`config.mk`:
```
export PLATFORM = sky130hd
export DESIGN_NAME = excp_ctrl
export DESIGN_NICKNAME = d
export VERILOG_FILES = /design/src/rtl/excp_ctrl.sv
export SDC_FILE = /design/constraint.sdc
export NUM_CORES = 1
export LEC_CHECK = 0
export ABC_AREA = 0
export CORE_MARGIN = 2
export CORE_UTILIZATION = 38
export DETAILED_ROUTE_END_ITERATION = 8
export DONT_BUFFER_PORTS = 1
export GPL_ROUTABILITY_DRIVEN = 0
export GPL_TIMING_DRIVEN = 0
export PLACE_DENSITY = 0.52
export SLEW_MARGIN = 20
export SYNTH_ARGS = -nofsm -noshare
export SYNTH_HDL_FRONTEND = slang
export SYNTH_SLANG_ARGS = --single-unit
```
`constraint.sdc`:
```
create_clock -name clk -period 2.8 [get_ports clk]
set_input_delay 0.42 -clock clk [delete_from_list [all_inputs] [get_ports clk]]
set_output_delay 0.42 -clock clk [all_outputs]
set_load 0.02 [all_outputs]
```
`src/rtl/excp_ctrl.sv`:
```
// Writeback exception/ERTN controller: accepts one event, strobes the CSR file
// for one cycle, then holds a redirect until fetch accepts it. Macro: EXCP_INT_EN.
module excp_ctrl (
    input  logic        clk,
    input  logic        resetn,
    input  logic        wb_valid,
    input  logic [31:0] wb_pc,
    input  logic [31:0] wb_vaddr,
    input  logic [4:0]  wb_ex_flags,
    input  logic        wb_ertn,
    input  logic        has_int,
    input  logic [31:0] csr_eentry,
    input  logic [31:0] csr_era,
    input  logic        redirect_ready,
    output logic        wb_allowin,
    output logic        csr_wb_ex,
    output logic [5:0]  csr_ecode,
    output logic [8:0]  csr_esubcode,
    output logic [31:0] csr_pc,
    output logic [31:0] csr_vaddr,
    output logic        csr_ertn_flush,
    output logic        pipe_flush,
    output logic        redirect_valid,
    output logic [31:0] redirect_pc,
    output logic        busy
);
    typedef enum logic [1:0] {IDLE, COMMIT, REDIR} state_t;

    state_t      state_q, state_d;
    logic [5:0]  ecode_q, ecode_d;
    logic [8:0]  esubcode_q, esubcode_d;
    logic [31:0] pc_q, pc_d;
    logic [31:0] vaddr_q, vaddr_d;
    logic [31:0] target_q, target_d;
    logic        wb_ex_q, wb_ex_d;
    logic        ertn_q, ertn_d;
    logic        flush_q, flush_d;
    logic        redir_q, redir_d;
    logic        busy_q, busy_d;
    logic        allowin_q, allowin_d;

    logic        int_ev;
    logic        exc_ev;
    logic        accept;
    logic [5:0]  ecode_sel;

`ifdef EXCP_INT_EN
    assign int_ev = has_int;
`else
    logic unused_has_int;
    assign unused_has_int = has_int;
    assign int_ev         = 1'b0;
`endif

    assign exc_ev = int_ev | (|wb_ex_flags);
    assign accept = (state_q == IDLE) && wb_valid && (exc_ev || wb_ertn);

    // Fixed priority: INT, ADEF, INE, SYS, BRK, ALE.
    always_comb begin
        ecode_sel = 6'h09;
        if (int_ev)              ecode_sel = 6'h00;
        else if (wb_ex_flags[0]) ecode_sel = 6'h08;
        else if (wb_ex_flags[1]) ecode_sel = 6'h0D;
        else if (wb_ex_flags[2]) ecode_sel = 6'h0B;
        else if (wb_ex_flags[3]) ecode_sel = 6'h0C;
    end

    always_comb begin
        state_d    = state_q;
        ecode_d    = ecode_q;
        esubcode_d = esubcode_q;
        pc_d       = pc_q;
        vaddr_d    = vaddr_q;
        target_d   = target_q;
        wb_ex_d    = 1'b0;
        ertn_d     = 1'b0;
        flush_d    = 1'b0;
        case (state_q)
            IDLE: begin
                if (accept) begin
                    state_d = COMMIT;
                    flush_d = 1'b1;
                    // An exception always wins over a simultaneous ERTN.
                    if (exc_ev) begin
                        wb_ex_d    = 1'b1;
                        ecode_d    = ecode_sel;
                        esubcode_d = 9'd0;
                        pc_d       = wb_pc;
                        vaddr_d    = wb_vaddr;
                        target_d   = csr_eentry;
                    end else begin
                        ertn_d   = 1'b1;
                        target_d = csr_era;
                    end
                end
            end
            COMMIT:  state_d = REDIR;
            REDIR:   if (redirect_ready) state_d = IDLE;
            default: state_d = IDLE;
        endcase
        redir_d   = (state_d == REDIR);
        busy_d    = (state_d != IDLE);
        allowin_d = (state_d == IDLE);
    end

    always_ff @(posedge clk or negedge resetn) begin
        if (!resetn) begin
            state_q    <= IDLE;
            ecode_q    <= 6'd0;
            esubcode_q <= 9'd0;
            pc_q       <= 32'd0;
            vaddr_q    <= 32'd0;
            target_q   <= 32'd0;
            wb_ex_q    <= 1'b0;
            ertn_q     <= 1'b0;
            flush_q    <= 1'b0;
            redir_q    <= 1'b0;
            busy_q     <= 1'b0;
            allowin_q  <= 1'b1;
        end else begin
            state_q    <= state_d;
            ecode_q    <= ecode_d;
            esubcode_q <= esubcode_d;
            pc_q       <= pc_d;
            vaddr_q    <= vaddr_d;
            target_q   <= target_d;
            wb_ex_q    <= wb_ex_d;
            ertn_q     <= ertn_d;
            flush_q    <= flush_d;
            redir_q    <= redir_d;
            busy_q     <= busy_d;
            allowin_q  <= allowin_d;
        end
    end

    assign wb_allowin     = allowin_q;
    assign csr_wb_ex      = wb_ex_q;
    assign csr_ertn_flush = ertn_q;
    assign pipe_flush     = flush_q;
    assign csr_ecode      = ecode_q;
    assign csr_esubcode   = esubcode_q;
    assign csr_pc         = pc_q;
    assign csr_vaddr      = vaddr_q;
    assign redirect_valid = redir_q;
    assign redirect_pc    = target_q;
    assign busy           = busy_q;
endmodule

```
Yosys cells after proc, flatten, opt, wreduce, memory -nomap -nowiden --
Cells that the tools add are included.
Storage, ports and cells: bits in registers 110, latch bits 0, memory bits (writable) 0, bits in read-only memories 0, output and inout port bits 117, logic and storage cells 39, memories kept 0
Operators by class: $add $sub $neg 0, multipliers 0, divide/modulo/power cells 0, magnitude comparators 0, eq/ne operators 3, shift-type cells 0, mux-type cells 16, bitwise gates (word level) 0, reduce and logical (&&, ||, !) cells 9
Operators by type and width (number):
- $mux 32 | 1
- $mux 6 | 2
- $mux 1 | 8
- $mux 3 | 2
- $pmux 2 s3 | 1
- $reduce_or 5->1 | 1
- $eq 2x2->1 const B | 2
- $logic_not 2->1 | 2
- $mux 2 | 2
- $reduce_and 3->1 | 1
- $eq 2x1->1 const B | 1
- $logic_and 1x1->1 | 2
- $reduce_and 2->1 | 1
- $reduce_bool 2->1 | 1
- $logic_or 1x1->1 | 1

Logic depth before layout (Yosys ltp) --
Gate-level depths: netlist (run 1).
depth in word-level cells 6, mapped depth 6, gate-level depth less buffers 3

Worst setup path after synthesis (run 1) --
OpenSTA, ideal clock, no wires.
kind input -> register, from in wb_ex_flags[0], to reg pc_q[0] (netlist: csr_pc[0]), setup time 0.125 ns, arrival 1.722 ns, required time 2.675 ns, setup slack 0.953 ns, stages 6, cells stage by stage nor4_4 a21o_1 buf_2 buf_6 buf_6 mux2_4
On the way: cells in the longest elaborated chain, start to end 4
Ends and longest elaborated chain:
- start, declared | line 9 | input logic [4:0] wb_ex_flags,
- $reduce_or 5->1 (*) | line 55 | assign exc_ev = int_ev | (|wb_ex_flags);
- $logic_or 1x1->1 | line 56 | assign accept = (state_q == IDLE) && wb_valid && (exc_ev || wb_ertn);
- $logic_and 1x1->1 | line 56
- $reduce_and 3->1 (no line) (*)
- end signal, assigned | line 124 | pc_q <= pc_d;
- end, declared | line 32 | logic [31:0] pc_q, pc_d;
Mark *: on every way between the ends. The rest lies on a longest branch, timed or not. A chain may end at the register's enable or synchronous reset.

Final worst setup path (run 1) --
from reg state_q[1], to reg target_q[16] (netlist: redirect_pc[16])
On the way: cells in the longest elaborated chain, start to end 4
Ends and longest elaborated chain:
- start, declared | line 29 | state_t state_q, state_d;
- start signal, assigned | line 121 | state_q <= state_d;
- $logic_not 2->1 (*) | line 56, 78
- $logic_and 1x1->1 (2 in a row) | line 56
- $reduce_and 2->1 (no line) (*)
- end signal, assigned | line 126 | target_q <= target_d;
- end, declared | line 34 | logic [31:0] target_q, target_d;
Marked as above.

==> results_dict.tcl, run 1 <==
set metrics [dict create \
    grt_max_degree 109 \
    dpl_cell_area_um2 4820 \
    path_clk_slew_ns 0.07 \
    ant_nets 0 \
    ir_worst_vdd_mv 0.451 \
    crit_top_cell "clkbuf_1" \
    met3_length_um 1270 \
    muxShareOfSynthArea_pct 17.1 \
    wl_per_cell_um 21.1 \
    max_freq_ghz 0.463 \
    drtIter0Drc 138 \
    tightest_slew_ns 0.768 \
    port_buffers 0 \
    synth_xor_xnor_area_share_pct 0 \
    multi_input_area_um2 1560 \
    slowest_delay_ns 0.50 \
    clk_latency_ns 0.34 \
    ys_seq_elements 108 \
    yosysSeqAreaShare_pct 58.8 \
    n_antenna_cell 0 \
    synth.distinct_cells 29 \
    viasPerCell 5.45 \
    design_area_um2 5090 \
    antenna_found_initial 0 \
    cellPowerDensity_nw_per_um2 1250 \
    crit_chain "nor3b_1 -> clkbuf_1 -> clkbuf_1 -> nand2_1 -> o221ai_1" \
    p_sw_mw 2.63 \
    fin_hold_ws_ns -0.230 \
    p_sw_share_pct 41.4 \
    hold_class "in -> async" \
    firstDrtPassIters 4 \
    postCtsSetupBuffers 0 \
    crit_start "state_q[1]" \
    clock_skew_ns 0.00503 \
    p_int_mw 3.72 \
    wl_met2_um 5780 \
    synth-simple-area-share_pct 8.85 \
    clock-sinks 108 \
    dieHeight_um 114 \
    syn_inst 368 \
    ioPinCount 256 \
    coreArea_um2 11900 \
    criticalPathCategory "reg -> reg" \
    initial_utilization_pct 38.6 \
    drc 0 \
    ff2ff_setup_slack_ns 0.64 \
    finalCriticalPeriod_ns 2.16 \
    drive_above_1_share_pct 27.4 \
    slowest_stage "clkbuf_1" \
    syn_to_final_growth_pct 10.8 \
    cts_tree "done" \
    numCtsBuffers 9 \
    seqPwrFrac_pct 59.9 \
    maxCapViolCount 0 \
    setup_viol 0 \
    cts_root_buffer "clkbuf_16" \
    wl_met1_um 4200 \
    arrival_ns 2.41 \
    grt_usage_pct 17.2 \
    timing_hold_violations_final 108 \
    synth_compound_area_share_pct 7.02 \
    avgSynthCellArea_um2 12.5 \
    finalCritPeriodShare_pct 77.1 \
    register_area_um2 2700 \
    final_core_util_pct 42.7 \
    layout_setup_ws_ns 0.641 \
    vias 2949 \
    finalPower_mw 6.35 \
    die_x_um 114 \
    pre_cts_ws_ns 0.535 \
    path_max_fanout 10 \
    routed.top_layer "met4" \
    ctsHtreeMaxLevel 3 \
    regToRegStartpoint "state_q[1]" \
    finalNetCount 528 \
    cp-end-kind "flop" \
    violations "negative hold slack" \
    yosys_warnings 0 \
    grt_pass1_wl_um 17000 \
    outcome "complete, but fails checks" \
    combPwrFrac_pct 21.6 \
    rsz0062_at_grt "false" \
    drv_slew 0 \
    setup_tns_ns 0 \
    cts_resized 0 \
    leakage_nw 2.23 \
    pwr-share-clk_pct 18.5 \
    cts.path.max_buffers 2 \
    synth.cell_area_um2 4600 \
    dieArea_um2 13000 \
    synth_adder_area_share_pct 0 \
    grt_overflow 0 \
    start_kind "flop" \
    grt_pass1_vias 2997 \
    hpwl_um 8480 \
    synth_top_family_by_area "multiplexers" \
    n_fill_cell 1153 \
    rows 40 \
    max_slew_margin_pct 48.5 \
    wirelength_um 11400 \
    crit_required_ns 3.05 \
]
==> flip-flops by register name (all words and copies together) (netlist names) <==
| name | flops |
|---|---|
| state_q | 2 |
| csr_wb_ex | 1 |
| busy | 1 |
| csr_ecode | 4 |
| csr_vaddr | 32 |
| csr_pc | 32 |
| redirect_pc | 32 |
| redirect_valid | 1 |
| pipe_flush | 1 |
| wb_allowin | 1 |
| csr_ertn_flush | 1 |
==> routing by layer <==
metal / GRT usage, % / up-vias
met3: 6.96 / 12
li1: - / 1316
met2: 29.8 / 166
met5: 0 / -
met4: 6.34 / 0
met1: 19.0 / 1455
==> placed cells by master, fill, tap and decap left out, drive strengths merged, types with 2 or more instances in the layout <==
cell / instances
a31oi: 2
buf: 26
clkbuf: 27
clkinv: 3
conb: 11
dfrtp: 107
inv: 37
mux2: 67
nand2: 32
nand2b: 2
nand4: 32
nor2: 3
o221ai: 32
==> path summary, 6_finish.rpt <==
check                                       end  cells after the start
worst max-delay path            redirect_pc[16]                      5
worst min-delay path                 csr_pc[11]                      0
worst max register to register  redirect_pc[16]                      5
worst min register to register   redirect_valid                      1
max in group asynchronous            wb_allowin                      0
min in group clk                     csr_pc[14]                      1
==> power groups by stage <==
stage               registers, mW  logic [mW]  clock network (mW)
floorplan                    3.63        1.17                   0
global placement             3.85        1.35                   0
detailed placement           3.85        1.40                   0
CTS                          3.83        1.40                1.23
global route                 3.90        1.52                1.29
finish                       3.81        1.37                1.18
==> synth_stat cells, drive strengths merged <==
| cell | count | area [µm²] |
|---|---|---|
| nor3b | 1 | 7.51 |
| nand2 | 32 | 120 |
| inv | 37 | 139 |
| a21o | 1 | 7.51 |
| and2 | 1 | 6.26 |
| clkbuf | 14 | 52.6 |
| buf | 26 | 181 |
| or2 | 1 | 6.26 |
| dfrtp | 107 | 2680 |
| dfstp | 1 | 26.3 |
| mux2 | 67 | 777 |
| nor2b | 1 | 6.26 |
| nand2b | 2 | 12.5 |
| nor4 | 1 | 21.3 |
| o21bai | 1 | 7.51 |
| nand4 | 32 | 200 |
| mux2i | 1 | 10.0 |
| a21oi | 1 | 5.00 |
| conb | 1 | 3.75 |
| or3b | 1 | 8.76 |
| a31oi | 2 | 12.5 |
| nor2 | 3 | 11.3 |
| a32o | 1 | 10.0 |
| o221ai | 32 | 280 |
| and3 | 1 | 6.26 |
==> metrics by stage <==
stage / instances / hold slack, ns
finish: 541 / -0.230
global route: 541 / -0.256
CTS: 541 / -0.251
detailed placement: 525 / 0.127
global placement: 525 / 0.127
floorplan: 378 / 0.124
==> critical path: cells and delay by family (launching register included) <==
kind | cells | cell delay (ns)
AOI/OAI and AO/OA | 1 | 0.19
DFF | 1 | 0.41
and+or+nand+nor | 2 | 0.54
buffers and inverters | 2 | 0.92
==> layout make-up <==
cell class,instances,share of cell area [%]
Sequential cell,108,53.1
Multi-Input combinational cell,193,30.6
Clock buffer,13,4.92
Buffer,40,4.60
Tap cell,147,3.61
Inverter,37,2.73
Clock inverter,3,0.442
==> cells by family (layout without fill, tap and decap cells) <==
group,Yosys count,count (layout)
flops,108,108
buf+inv,77,93
simple gates,76,76
mux,68,68
compound gates,38,38
other cells,1,11
(Power assumes the default switching activity.)
==> inputs of run 2 (changes only) <==
==> constraint.sdc (replaced) <==
create_clock -name clk -period 2 [get_ports clk]
set_input_delay 0.3 -clock clk [delete_from_list [all_inputs] [get_ports clk]]
set_output_delay 0.3 -clock clk [all_outputs]
set_load 0.02 [all_outputs]
==> run 2 against run 1 <==
The run still ends with negative hold slack left. Worst hold slack worse by 0.12 ns. Total power grew 40%. Non-clock buffer count is 1 lower. Sequential share of layout area is 0.14 points lower. Die area unchanged. Via count decreased by 0.14%. Wire length fell by 0.12%. Largest cell class unchanged.
==> results_dict.tcl, run 2 (synthesized netlist as in run 1, its figures left out) <==
set metrics [dict create \
    outcome "complete, but fails checks" \
    violations "negative hold slack" \
    leakage_nw 2.24 \
    initial_utilization_pct 38.6 \
    crit_start "state_q[1]" \
    cts_root_buffer "clkbuf_16" \
    path_max_fanout 10 \
    clock_skew_ns 0.00480 \
    dpl_cell_area_um2 4820 \
    timing_hold_violations_final 108 \
    hold_class "in -> async" \
    dieArea_um2 13000 \
    path_clk_slew_ns 0.07 \
    grt_usage_pct 17.2 \
    clock-sinks 108 \
    ant_nets 0 \
    finalCriticalPeriod_ns 1.89 \
    maxCapViolCount 0 \
    grt_pass1_wl_um 17000 \
    wirelength_um 11400 \
    layout_setup_ws_ns 0.105 \
    max_slew_margin_pct 56.9 \
    coreArea_um2 11900 \
    setup_tns_ns 0 \
    cts_tree "done" \
    ioPinCount 256 \
    start_kind "flop" \
    ctsHtreeMaxLevel 3 \
    antenna_found_initial 0 \
    criticalPathCategory "reg -> reg" \
    grt_overflow 0 \
    postCtsSetupBuffers 0 \
    cp-end-kind "flop" \
    numCtsBuffers 9 \
    firstDrtPassIters 4 \
    rsz0062_at_grt "false" \
    cts.path.max_buffers 2 \
    hpwl_um 8480 \
    n_antenna_cell 0 \
    final_common_cell "dfrtp_1" \
    regToRegStartpoint "state_q[1]" \
    die_x_um 114 \
    grt_pass1_vias 2999 \
    wl_per_cell_um 21.1 \
    setup_viol 0 \
    vias 2945 \
    tightest_slew_ns 0.641 \
    finalNetCount 527 \
    drive_above_1_share_pct 29.0 \
    fin_hold_ws_ns -0.350 \
    drc 0 \
    cellPowerDensity_nw_per_um2 1750 \
    max_freq_ghz 0.528 \
    final_cell_mix "dfrtp_1, mux2_2, inv_1" \
    arrival_ns 2.12 \
    clk_latency_ns 0.34 \
    drtIter0Drc 118 \
    pre_cts_ws_ns -0.245 \
    grt_max_degree 109 \
    drv_slew 0 \
    port_buffers 0 \
    syn_to_final_growth_pct 11.1 \
    rows 40 \
    crit_required_ns 2.23 \
    design_area_um2 5100 \
    finalCritPeriodShare_pct 94.7 \
    viasPerCell 5.45 \
    dieHeight_um 114 \
    ir_worst_vdd_mv 0.632 \
]
==> run 2: per-layer routing <==
metal / track usage [%] / share of wire [%] / up-vias
met5: 0 / 0 / -
met1: 19.1 / 37 / 1456
met3: 6.96 / 11 / 10
met4: 6.34 / 1.5 / 0
li1: - / - / 1316
met2: 29.7 / 51 / 163
==> run 2: area by class of cell <==
cell class / count / area (µm²)
Fill cell: 1149 / 6810
Clock inverter: 3 / 22.5
Sequential cell: 108 / 2700
Clock buffer: 13 / 250
Multi-Input combinational cell: 193 / 1570
Buffer: 39 / 233
Inverter: 37 / 139
Tap cell: 147 / 184
==> run 2: power by group <==
group          leakage (nW)  internal [mW]  total [mW]  switching [mW]
Sequential             1.29           3.24        5.33            2.09
Clock                 0.134          0.883        1.65           0.764
Combinational         0.822           1.10        1.94           0.841
Total                  2.24           5.22        8.92            3.69
==> run 2: critical path, stage by stage, from the launching register on <==
cell and delay [ns]:
dfrtp_1 0.43, or3b_4 0.43, a21o_2 0.29, buf_6 0.18, buf_6 0.15, mux2_4 0.30
==> run 2: through the flow <==
stage               cells  total power [mW]  utilization (%)
global route          540              9.42             42.9
finish                540              8.92             42.9
CTS                   541              9.04             42.8
global placement      525              7.28             40.5
floorplan             378              6.73                -
detailed placement    525              7.35             40.5
==> run 2: final timing paths <==
check                                 end  slack, ns  cells after the start
min reg2reg                redirect_valid       0.63                      1
min                            csr_pc[11]      -0.35                      0
max in group asynchronous      wb_allowin       2.15                      0
min in group clk               csr_pc[14]       0.10                      1
max reg2reg                     csr_pc[4]       0.11                      5
max                             csr_pc[4]       0.11                      5
==> run 2: what timing repair did <==
item                       CTS  global route
cloned                       0             0
hold endpoints to repair   108           108
pin swaps                    0             0
setup endpoints to repair   30            33
resized for setup            4             3
==> inputs of run 3 (changes only) <==
--- a/config.mk
+++ b/config.mk
@@ -6,13 +6,14 @@
 export NUM_CORES = 1
 export LEC_CHECK = 0
 export ABC_AREA = 0
+export ABC_CLOCK_PERIOD_IN_PS = 2000
 export CORE_MARGIN = 2
-export CORE_UTILIZATION = 38
+export CORE_UTILIZATION = 40
 export DETAILED_ROUTE_END_ITERATION = 8
 export DONT_BUFFER_PORTS = 1
 export GPL_ROUTABILITY_DRIVEN = 0
 export GPL_TIMING_DRIVEN = 0
-export PLACE_DENSITY = 0.52
+export PLACE_DENSITY = 0.54
 export SLEW_MARGIN = 20
 export SYNTH_ARGS = -nofsm -noshare
 export SYNTH_HDL_FRONTEND = slang
==> run 3 against run 2 <==
Worst hold slack worse by 0.0033 ns. First-iteration DRC count is 8.5% higher. The run still ends with negative hold slack left. Cell area is 0.54% higher. Maximum frequency is 0.22% higher. Critical endpoint is now csr_vaddr[30]. Wire length is 5.2% lower. Non-clock buffer count stayed put. Clock skew is 0.0016 ns higher. Die area is 4.8% lower. Largest power group unchanged. Via count is 2.0% lower.
==> results_dict.tcl, run 3 (synthesized netlist as in run 1, its figures left out) <==
set metrics [dict create \
    crit_family "flip-flops" \
    path_max_fanout 10 \
    drv_slew 0 \
    register_area_um2 2700 \
    grt_usage_pct 17.3 \
    drive_above_1_share_pct 29.8 \
    n_fill_cell 1073 \
    cp_num_buf_inv 2 \
    dieArea_um2 12400 \
    vias 2887 \
    firstDrtPassIters 4 \
    n_antenna_cell 0 \
    cts_tree "done" \
    drc 0 \
    finalCritPeriodShare_pct 94.5 \
    criticalPathCategory "reg -> reg" \
    multi_input_area_um2 1570 \
    clock-sinks 108 \
    dp_cells 521 \
    antenna_found_initial 0 \
    final_cell_mix "dfrtp_1, mux2_2, inv_1" \
    grt_pass1_vias 3068 \
    start_kind "flop" \
    grt_pass1_wl_um 16900 \
    routed.top_layer "met4" \
    slowest_delay_ns 0.43 \
    setup_viol 0 \
    arrival_ns 2.11 \
    crit_top_cell "buf_6" \
    clk_latency_ns 0.34 \
    crit_chain "or3b_4 -> a21o_2 -> buf_6 -> buf_6 -> mux2_4" \
    grt_max_degree 109 \
    pwr-share-clk_pct 20.0 \
    seqPwrFrac_pct 58.9 \
    wl_per_cell_um 20.2 \
    syn_to_final_growth_pct 11.6 \
    coreArea_um2 11300 \
    wirelength_um 10800 \
    wl_met2_um 5340 \
    ctsHtreeMaxLevel 3 \
    finalNetCount 527 \
    rows 39 \
    fin_cells 536 \
    cp-end-kind "flop" \
    leakage_nw 2.26 \
    hold_class "in -> async" \
    ioPinCount 256 \
    max_freq_ghz 0.529 \
    slowest_stage "dfrtp_1" \
    wl_met1_um 4060 \
    path_clk_slew_ns 0.08 \
    viasPerCell 5.39 \
    port_buffers 0 \
    rsz0062_at_grt "false" \
    grt_overflow 0 \
    cellPowerDensity_nw_per_um2 1760 \
    outcome "complete, but fails checks" \
    drtIter0Drc 128 \
    timing_hold_violations_final 108 \
    hpwl_um 8150 \
    final_common_cell "dfrtp_1" \
    met3_length_um 1180 \
    max_slew_margin_pct 58.3 \
    ant_nets 0 \
    cts_root_buffer "clkbuf_16" \
    tightest_slew_ns 0.621 \
    violations "negative hold slack" \
    p_int_mw 5.33 \
    clock_skew_ns 0.00637 \
    cts.path.max_buffers 2 \
    maxCapViolCount 0 \
    crit_required_ns 2.22 \
    finalCriticalPeriod_ns 1.89 \
    p_sw_share_pct 41.1 \
    fin_hold_ws_ns -0.353 \
    dieHeight_um 111 \
    initial_utilization_pct 40.6 \
    numCtsBuffers 9 \
    ir_worst_vdd_mv 0.728 \
    die_x_um 111 \
    p_sw_mw 3.72 \
    combPwrFrac_pct 21.2 \
]
==> run 3: area by class of cell <==
cell class	count	area share, %
clock inverter	7	1.56
multi-input combinational	193	30.6
sequential	108	52.7
clock buffer	9	4.39
buffer	39	4.53
inverter	37	2.71
tap	143	3.49
==> run 3: power by group through the flow <==
stage / Clock, mW / Combinational (mW) / Sequential (mW)
2_1_floorplan: 0 / 1.64 / 5.09
3_3_place_gp: 0 / 1.86 / 5.38
3_5_place_dp: 0 / 1.94 / 5.39
4_1_cts: 1.88 / 1.95 / 5.35
5_1_grt: 1.96 / 2.15 / 5.45
6_report: 1.81 / 1.92 / 5.33
==> run 3: worst paths after layout <==
kind                             endpoint  cells after the start        from  slack, ns
max                         csr_vaddr[30]                      5  state_q[1]       0.11
min                         csr_vaddr[10]                      0      resetn      -0.35
max reg2reg                 csr_vaddr[30]                      5  state_q[1]       0.11
min reg2reg                redirect_valid                      1  state_q[0]       0.62
max in group asynchronous      wb_allowin                      0      resetn       2.15
min in group clk                csr_pc[1]                      1    wb_pc[1]       0.10
==> run 3: per-layer routing <==
metal	up-vias	global-route usage [%]
met5	-	0
met4	0	7.65
met3	17	7.44
li1	1321	-
met2	156	28.3
met1	1393	19.9
==> run 3: worst register-to-register path, delay by kind of cell (launching register included) <==
kind                   cells  cell delay, ns
flip-flops                 1            0.43
AO/OA/AOI/OAI              1            0.28
AND/OR/NAND/NOR            1            0.44
multiplexers               1            0.30
buffers and inverters      2            0.32
==> run 3: per-stage QoR <==
stage / setup TNS [ns] / utilization, % / power [mW] / setup slack [ns] / area, µm²
after floorplan: 0 / - / 6.73 / 0.233 / 4630
after global placement: -2.38 / 42.5 / 7.24 / -0.123 / 4810
after detailed placement: -2.11 / 42.5 / 7.33 / -0.168 / 4810
after CTS: 0 / 45.3 / 9.18 / 0.0361 / 5130
after global routing: 0 / 45.3 / 9.56 / 0.0209 / 5130
final: 0 / 45.3 / 9.05 / 0.109 / 5130
==> run 3: timing repair <==
action                                  4_1_cts  5_1_grt
endpoints found under the hold margin       108      108
endpoints found under the setup margin       28       29
gates cloned                                  0        0
buffers inserted                              0        0
gates resized for setup                       4        3
